## src/rtl/memory_access_stage.sv

```systemverilog
// MEM stage of the RV32I pipeline: byte/half/word loads and stores over a req/ready bus,
// with upstream stall, hung-access timeout and the MEM/WB pipeline register.
module memory_access_stage #(
  parameter int unsigned TIMEOUT = 16
) (
  input  logic        clk,
  input  logic        rst_n,
  input  logic        mem_write_m,
  input  logic        reg_write_m,
  input  logic [1:0]  result_src_m,
  input  logic [2:0]  funct3_m,
  input  logic [4:0]  rd_m,
  input  logic [31:0] alu_result_m,
  input  logic [31:0] write_data_m,
  input  logic [31:0] pc_plus_4_m,
  output logic        dmem_req,
  output logic        dmem_we,
  output logic [31:0] dmem_addr,
  output logic [3:0]  dmem_be,
  output logic [31:0] dmem_wdata,
  input  logic        dmem_ready,
  input  logic [31:0] dmem_rdata,
  output logic        stall_m,
  output logic        reg_write_w,
  output logic [4:0]  rd_w,
  output logic [31:0] result_w,
  output logic        misalign_w,
  output logic        bus_fault_w
);

  typedef enum logic {S_IDLE, S_WAIT} state_t;

  localparam logic [7:0] TIMEOUT_CNT = 8'(TIMEOUT);

  state_t      state, state_next;
  logic [7:0]  cnt, cnt_next;
  logic [1:0]  lane;
  logic        mem_op, illegal, abort;
  logic        is_half, is_word, bad_load_fn;
  logic [31:0] shifted, load_data, sel_result;

  assign lane      = alu_result_m[1:0];
  assign mem_op    = mem_write_m | (result_src_m == 2'b01);
  assign is_half   = (funct3_m[1:0] == 2'b01);
  assign is_word   = (funct3_m[1:0] == 2'b10);
  assign bad_load_fn = !mem_write_m &&
                       ((funct3_m == 3'b011) || (funct3_m[2:1] == 2'b11));
  assign illegal   = (is_half && lane[0]) || (is_word && (lane != 2'b00)) || bad_load_fn;

  // NOTE: every signal assigned in this block gets a default first so no latch is inferred.
  always_comb begin
    state_next = state;
    cnt_next   = cnt;
    dmem_req   = 1'b0;
    abort      = 1'b0;
    case (state)
      S_IDLE: begin
        if (mem_op && !illegal) begin
          dmem_req = 1'b1;
          if (!dmem_ready) begin
            state_next = S_WAIT;
            cnt_next   = 8'd1;
          end
        end
      end
      S_WAIT: begin
        if (cnt == TIMEOUT_CNT) begin
          // Abort cycle: request withdrawn and any late ready is ignored.
          abort      = 1'b1;
          state_next = S_IDLE;
          cnt_next   = 8'd0;
        end else begin
          dmem_req = 1'b1;
          if (dmem_ready) begin
            state_next = S_IDLE;
            cnt_next   = 8'd0;
          end else begin
            cnt_next = cnt + 8'd1;
          end
        end
      end
      default: begin
        state_next = S_IDLE;
        cnt_next   = 8'd0;
      end
    endcase
    // The bus must see no request while reset is asserted, even with live inputs.
    if (!rst_n) begin
      dmem_req = 1'b0;
      abort    = 1'b0;
    end
  end

  assign stall_m   = dmem_req & !dmem_ready;
  assign dmem_we   = mem_write_m;
  assign dmem_addr = {alu_result_m[31:2], 2'b00};

  always_comb begin
    dmem_be    = 4'b1111;
    dmem_wdata = write_data_m;
    if (mem_write_m) begin
      case (funct3_m[1:0])
        2'b00: begin
          dmem_be    = 4'b0001 << lane;
          dmem_wdata = {4{write_data_m[7:0]}};
        end
        2'b01: begin
          dmem_be    = 4'b0011 << lane;
          dmem_wdata = {2{write_data_m[15:0]}};
        end
        default: begin
          dmem_be    = 4'b1111;
          dmem_wdata = write_data_m;
        end
      endcase
    end
  end

  assign shifted = dmem_rdata >> {lane, 3'b000};

  always_comb begin
    case (funct3_m)
      3'b000:  load_data = {{24{shifted[7]}}, shifted[7:0]};
      3'b100:  load_data = {24'd0, shifted[7:0]};
      3'b001:  load_data = {{16{shifted[15]}}, shifted[15:0]};
      3'b101:  load_data = {16'd0, shifted[15:0]};
      default: load_data = dmem_rdata;
    endcase
  end

  always_comb begin
    case (result_src_m)
      2'b01:   sel_result = load_data;
      2'b10:   sel_result = pc_plus_4_m;
      default: sel_result = alu_result_m;
    endcase
  end

  // NOTE: sequential state uses non-blocking assignments so all flops update together.
  always_ff @(posedge clk or negedge rst_n) begin
    if (!rst_n) begin
      state <= S_IDLE;
      cnt   <= 8'd0;
    end else begin
      state <= state_next;
      cnt   <= cnt_next;
    end
  end

  always_ff @(posedge clk or negedge rst_n) begin
    if (!rst_n) begin
      reg_write_w <= 1'b0;
      rd_w        <= 5'd0;
      result_w    <= 32'd0;
      misalign_w  <= 1'b0;
      bus_fault_w <= 1'b0;
    end else begin
      reg_write_w <= 1'b0;
      rd_w        <= 5'd0;
      result_w    <= 32'd0;
      misalign_w  <= 1'b0;
      bus_fault_w <= 1'b0;
      if (stall_m) begin
        // Bubble: nothing retires while the bus is busy.
      end else if (abort) begin
        bus_fault_w <= 1'b1;
      end else if (mem_op && illegal) begin
        misalign_w <= 1'b1;
      end else begin
        reg_write_w <= reg_write_m;
        rd_w        <= rd_m;
        result_w    <= sel_result;
      end
    end
  end

endmodule

```

## config.mk

```make
export PLATFORM = sky130hd
export DESIGN_NAME = memory_access_stage
export DESIGN_NICKNAME = d
export VERILOG_FILES = /design/src/rtl/memory_access_stage.sv
export SDC_FILE = /design/constraint.sdc
export NUM_CORES = 1
export LEC_CHECK = 0
export BUFFER_PORTS_ARGS = -buffer_cell sky130_fd_sc_hd__buf_4
export CAP_MARGIN = 20
export CORE_MARGIN = 5
export CORE_UTILIZATION = 34
export DETAILED_ROUTE_END_ITERATION = 8
export GPL_ROUTABILITY_DRIVEN = 0
export PLACE_DENSITY = 0.64
export SYNTH_ARGS = -nofsm -noshare
export SYNTH_HDL_FRONTEND = slang
export SYNTH_SLANG_ARGS = --single-unit
export TNS_END_PERCENT = 1
```

## constraint.sdc

```tcl
create_clock -name clk -period 5.6 [get_ports clk]
set_clock_uncertainty 0.1 [all_clocks]
set_input_delay 0.56 -clock clk [delete_from_list [all_inputs] [get_ports clk]]
set_output_delay 0.56 -clock clk [all_outputs]
set_load 0.1 [all_outputs]
```

==> results of run 1 <==
-- registers in the layout, summed over array words and instances, names as in the netlist --
name         count
result_w        32
misalign_w       1
bus_fault_w      1
rd_w             5
reg_write_w      1
cnt              8
state            1
-- power by group through the flow --
stage | logic [uW] | registers (uW) | clock network, uW
after floorplan | 426 | 669 | 0
after global placement | 900 | 420 | 0
after detailed placement | 905 | 420 | 0
after CTS | 906 | 413 | 366
after global routing | 942 | 417 | 379
final | 905 | 413 | 359
-- through the flow --
step | instances | hold slack [ns] | worst slack [ns] | util (%) | power, uW
floorplan | 455 | 0.1644 | 1.559 | - | 1095
global placement | 777 | 0.4295 | 2.534 | 48.80 | 1320
detailed placement | 777 | 0.4392 | 2.498 | 48.80 | 1325
CTS | 785 | 0.2301 | 2.615 | 50.36 | 1686
global route | 786 | 0.2669 | 2.472 | 50.49 | 1739
finish | 786 | 0.2037 | 2.565 | 50.49 | 1677
-- final cells by class --
class / instances / area (um^2)
fill: 1082 / 5580
multi-input combinational: 315 / 2128
timing repair buffer: 255 / 1922
sequential: 49 / 1226
tap: 143 / 178.9
clock buffer: 6 / 138.9
inverter: 16 / 60.06
clock inverter: 2 / 37.54
-- synth_stat cells, drive strengths merged (7+ instances only) --
cell     instances
nand2           52
dfrtp           49
clkbuf          21
a221oi           7
a2bb2oi          7
buf             54
a311oi          19
mux2             8
and2            20
o221ai           8
inv             15
nor2            34
o2bb2ai         12
o21ai           26
a21oi           23
and3             8
a211oi           7
mux2i           18
-- worst paths after layout --
check,to,slack (ns),cells after the start
max,stall_m,2.57,6
min,cnt[4]$_DFFE_PN0P_,0.20,1
max reg2reg,result_w[4]$_DFF_PN0_,3.40,7
min reg2reg,cnt[6]$_DFFE_PN0P_,0.45,1
max in group asynchronous,result_w[20]$_DFF_PN0_,4.76,1
min in group clk,rd_w[0]$_DFF_PN0_,0.40,2
-- cell families (layout without fill, tap and decap cells) --
family	count (synthesis)	count (layout)	share of synthesized area, %
and+or+nand+nor	144	144	17.96
AOI/OAI and AO/OA	136	136	27.34
buffers and inverters	91	279	13.62
DFF	49	49	31.71
muxes	26	26	7.312
adders and majority gates	4	4	1.294
xor gates and xnor gates	3	3	0.6795
other	1	2	0.09696
-- layer usage --
metal,vias up,wire length (um),track usage (%)
met5,-,0,0
met3,24,1368,5.440
li1,1992,-,-
met1,1963,5673,24.75
met2,197,7632,37.11
met4,0,382,6.193
==> impl_metrics.yaml, run 1 <==
global_routing:
  grt_max_degree: 54
  grt_pass1_wl_mm: 22.02
  grt_use_total_pct: 20.89
  grt.overflow.total: 0
  antenna_found_initial: 0
  grt_pass1_vias: 4210
sta:
  fin_crit_sh_pct: 54.19
  fin_crit_ns: 3.035
  finalMaxSlewViolations: 0
  rsz0062_at_grt: "no"
  setup_tns_ns: 0
  finalHoldViolations: 0
  setup_viol: 0
  slew_headroom_pct: 33.10
  max_clock_freq_mhz: 329.5
  max_slew.worst_pin.slew_ns: 0.9990
synth:
  synth_top_area_share_pct: 31.70
  synth_area_leaders: "dfrtp_1, buf_4, nand2_1"
  synth_edf_count: 0
  syn_area_per_cell_um2: 8.519
  yosys_warnings: 0
  netlist_area_um2: 3867
  ys_seq_elements: 49
  yosysTopAreaCell: "dfrtp_1"
  async_flop_share_pct: 100.0
  syn_inst: 454
  ys_seq_area_share_pct: 31.70
  synth_cell_types: 57
  ys.flop_type: "dfrtp_1"
power_and_ir_drop:
  p_sw_share_pct: 49.90
  p_leak_uw: 0.002764
  seq_power_share_pct: 24.6
  powerDensity_nw_per_um2: 294.7
  p_comb_share_pct: 53.9
  p_int_uw: 840.4
  switchingPower_uw: 837.1
  irDropWorstVdd_mv: 0.1703
  clkPwrFrac_pct: 21.4
layout:
  layout_commonest_cell: "buf_4"
  drive_above_1_share_pct: 44.63
  finalNetCount: 789
  final_cell_mix: "buf_4, nand2_1, dfrtp_1"
  synthToLayoutAreaGrowth_pct: 47.17
  fin_area_um2: 5692
  antenna_cells: 0
routing:
  vias: 4176
  drt_iter0_markers: 225
  drc: 0
  wirelength_mm: 15.06
  drt_pass1_iterations: 4
  vias_per_cell: 5.313
  ant_nets: 0
  wire_per_inst_um: 19.16
die:
  core_area_um2: 11270
  initial_utilization_pct: 34.31
  die_w_um: 116.7
  ios: 254
  dieHeight_um: 116.7
  fp-row-count: 39
  dieArea_um2: 13610
clocking:
  clk_path_buf_depth: 2
  clkTransAtPathRegs_ns: 0.06
  cts_buffers: 5
  hold_buffers: 0
  htreeDepth: 2
  ctsResizeCount: 0
  cts.sinks: 49
  cts_root_buf: "clkbuf_16"
  tritoncts: "done"
  post_cts.repair.setup_buffers: 0
  insertion_delay_ns: 0.28
worst_setup_path:
  start_kind: "primary input"
  worst-path-max-fanout: 19
  crit_chain: "buf_4 -> nor4_1 -> a211oi_1 -> o31ai_1 -> nor2b_1 -> buf_4"
  cp.required_ns: 4.94
  critical_path.slowest_cell: "nor4_1"
  crit_family: "simple AND/OR/NAND/NOR gates"
  r2r_start: "cnt[0]$_DFFE_PN0P_"
  worstPathArrival_ns: 2.37
  worstSetupEndpointType: "output port"
  crit_type: "primary input to output port"
  max_stage_delay_ns: 0.66
  crit_start: "funct3_m[0]"
  critical_path.most_common_cell: "buf_4"
  cp_num_buf_inv: 2
outcome:
  outcome: "completed"
place:
  dpl_cell_area_um2: 5500
  place_hpwl_mm: 11.97
  portBuffers: 251
job:
  drv_cap: 0
min_path:
  min_path_type: "primary input to async pin"
(Power assumes the default switching activity.)
==> inputs of run 2 (changes only) <==
- PLACE_DENSITY: 0.64 -> 0.67
- clock period: 5.6 -> 2.7 ns (I/O delays scaled with it)
==> run 2 against run 1 <==
Compared with the run above:
- total power is 110% higher
- highest routed layer unchanged
- largest cell class unchanged
- via count hardly changed
- hold slack worse by 0.085 ns
- first-iteration DRC count is 13% lower
- final area is 1.2% higher
- register-to-register slack worse by 2.9 ns
- utilization is 0.62 points higher
==> impl_metrics.yaml, run 2 (same netlist as run 1, synthesis figures left out) <==
outcome:
  outcome: "completed"
die:
  dieArea_um2: 13610
  core_area_um2: 11270
  initial_utilization_pct: 34.31
  dieHeight_um: 116.7
  ios: 254
  die_w_um: 116.7
  fp-row-count: 39
sta:
  setup_viol: 0
  finalMaxSlewViolations: 0
  fin_crit_sh_pct: 89.40
  max_slew.worst_pin.slew_ns: 0.7509
  fin_crit_ns: 2.414
  finalHoldViolations: 0
  rsz0062_at_grt: "no"
  whs_ns: 0.1182
  slew_headroom_pct: 49.94
  max_clock_freq_mhz: 414.3
worst_setup_path:
  cp.required_ns: 2.33
  crit_type: "primary input to output port"
  crit_chain: "buf_4 -> nor4_1 -> a211oi_1 -> o31ai_1 -> nor2b_1 -> buf_4"
  max_stage_delay_ns: 0.50
  start_kind: "primary input"
  critical_path.most_common_cell: "buf_4"
  worstSetupEndpointType: "output port"
  ff2ff_setup_slack_ns: 0.50
  crit_family: "simple AND/OR/NAND/NOR gates"
  cp_num_buf_inv: 2
  critical_path.slowest_cell: "nor4_1"
  worst-path-max-fanout: 28
  worstPathArrival_ns: 2.04
routing:
  drt_iter0_markers: 195
  vias_per_cell: 5.247
  wirelength_mm: 15.29
  drc: 0
  vias: 4177
  drt_pass1_iterations: 5
  ant_nets: 0
  wire_per_inst_um: 19.21
layout:
  finalNetCount: 799
  reg.largest.list: "result_w: 32 flops, cnt: 8 flops, rd_w: 5 flops"
  largest_reg_flops: 32
  fin_area_um2: 5762
  final_cell_mix: "buf_4, nand2_1, dfrtp_1"
  synthToLayoutAreaGrowth_pct: 48.98
  layout_commonest_cell: "buf_4"
  antenna_cells: 0
  largest_register: "result_w"
  drive_above_1_share_pct: 45.33
job:
  drv_cap: 0
global_routing:
  grt_use_total_pct: 21.31
  grt.overflow.total: 0
  grt_pass1_wl_mm: 22.40
  grt_pass1_vias: 4182
  antenna_found_initial: 0
  grt_max_degree: 50
clocking:
  insertion_delay_ns: 0.29
  cts_root_buf: "clkbuf_16"
  ctsResizeCount: 0
  htreeDepth: 2
  clkTransAtPathRegs_ns: 0.07
  tritoncts: "done"
  cts_buffers: 5
  cts.sinks: 49
  clk_path_buf_depth: 2
power_and_ir_drop:
  powerDensity_nw_per_um2: 607.6
  irDropWorstVdd_mv: 0.4395
  p_leak_uw: 0.002811
min_path:
  min_path_type: "primary input to flop"
place:
  dpl_cell_area_um2: 5575
  place_hpwl_mm: 12.33
  portBuffers: 251
==> run 2: cell count changes in the layout (fill, tap and decap cells not counted) <==
| cell | before | now |
|---|---|---|
| buf_8 | 1 | 0 |
| buf_4 | 254 | 264 |
| o21ai_1 | 11 | 14 |
| dlygate4sd3_1 | 0 | 1 |
| o21ai_0 | 15 | 12 |
==> run 2: final cells by class <==
cell class	instances	area (um^2)
Clock inverter	2	37.54
Inverter	16	60.06
Multi-Input combinational cell	315	2128
Fill cell	1081	5510
Timing Repair Buffer	265	1992
Tap cell	143	178.9
Sequential cell	49	1226
Clock buffer	6	138.9
==> run 2: power breakdown <==
part / internal, uW / switching, uW
Clock: 463 / 290
Combinational: 474 / 1420
Sequential: 815 / 39.8
Total: 1750 / 1750
==> run 2: worst reg2reg max path, delay by kind of cell (launching register included) <==
| kind | cells | cell delay [ns] |
|---|---|---|
| flip-flops | 1 | 0.44 |
| AND/OR/NAND/NOR | 2 | 0.58 |
| buffers and inverters | 1 | 0.37 |
| AO/OA/AOI/OAI | 2 | 0.56 |
==> run 2: stage by stage <==
stage | cells | total power [uW] | util, % | setup TNS, ns | worst slack, ns
after floorplan | 455 | 2271 | - | -0.9767 | -0.1893
after global placement | 787 | 2749 | 49.46 | 0 | 0.4408
after detailed placement | 787 | 2765 | 49.46 | 0 | 0.3584
after CTS | 796 | 3527 | 51.12 | 0 | 0.2890
after global routing | 796 | 3633 | 51.12 | 0 | 0.1205
final | 796 | 3501 | 51.12 | 0 | 0.2861
==> run 2: path summary, 6_finish.rpt <==
check | cells past startpoint | from | end
min reg2reg | 1 | cnt[6]$_DFFE_PN0P_ | cnt[6]$_DFFE_PN0P_
min in group asynchronous | 2 | rst_n | state$_DFF_PN0_
max reg2reg | 5 | cnt[2]$_DFFE_PN0P_ | result_w[21]$_DFF_PN0_
max in group asynchronous | 3 | rst_n | result_w[19]$_DFF_PN0_
max | 6 | alu_result_m[0] | stall_m
min | 2 | rd_m[1] | rd_w[1]$_DFF_PN0_
==> run 2: what timing repair did <==
item | in CTS | in global routing
endpoints found under the hold margin | 1 | 0
buffers inserted | 0 | 0
hold buffers | 1 | 0
==> run 2: per-layer routing <==
layer / global-route usage (%) / part of all wire [%]
met3: 5.751 / 9.2
met5: 0 / 0
met4: 4.281 / 1.4
met2: 38.33 / 51
met1: 25.62 / 38
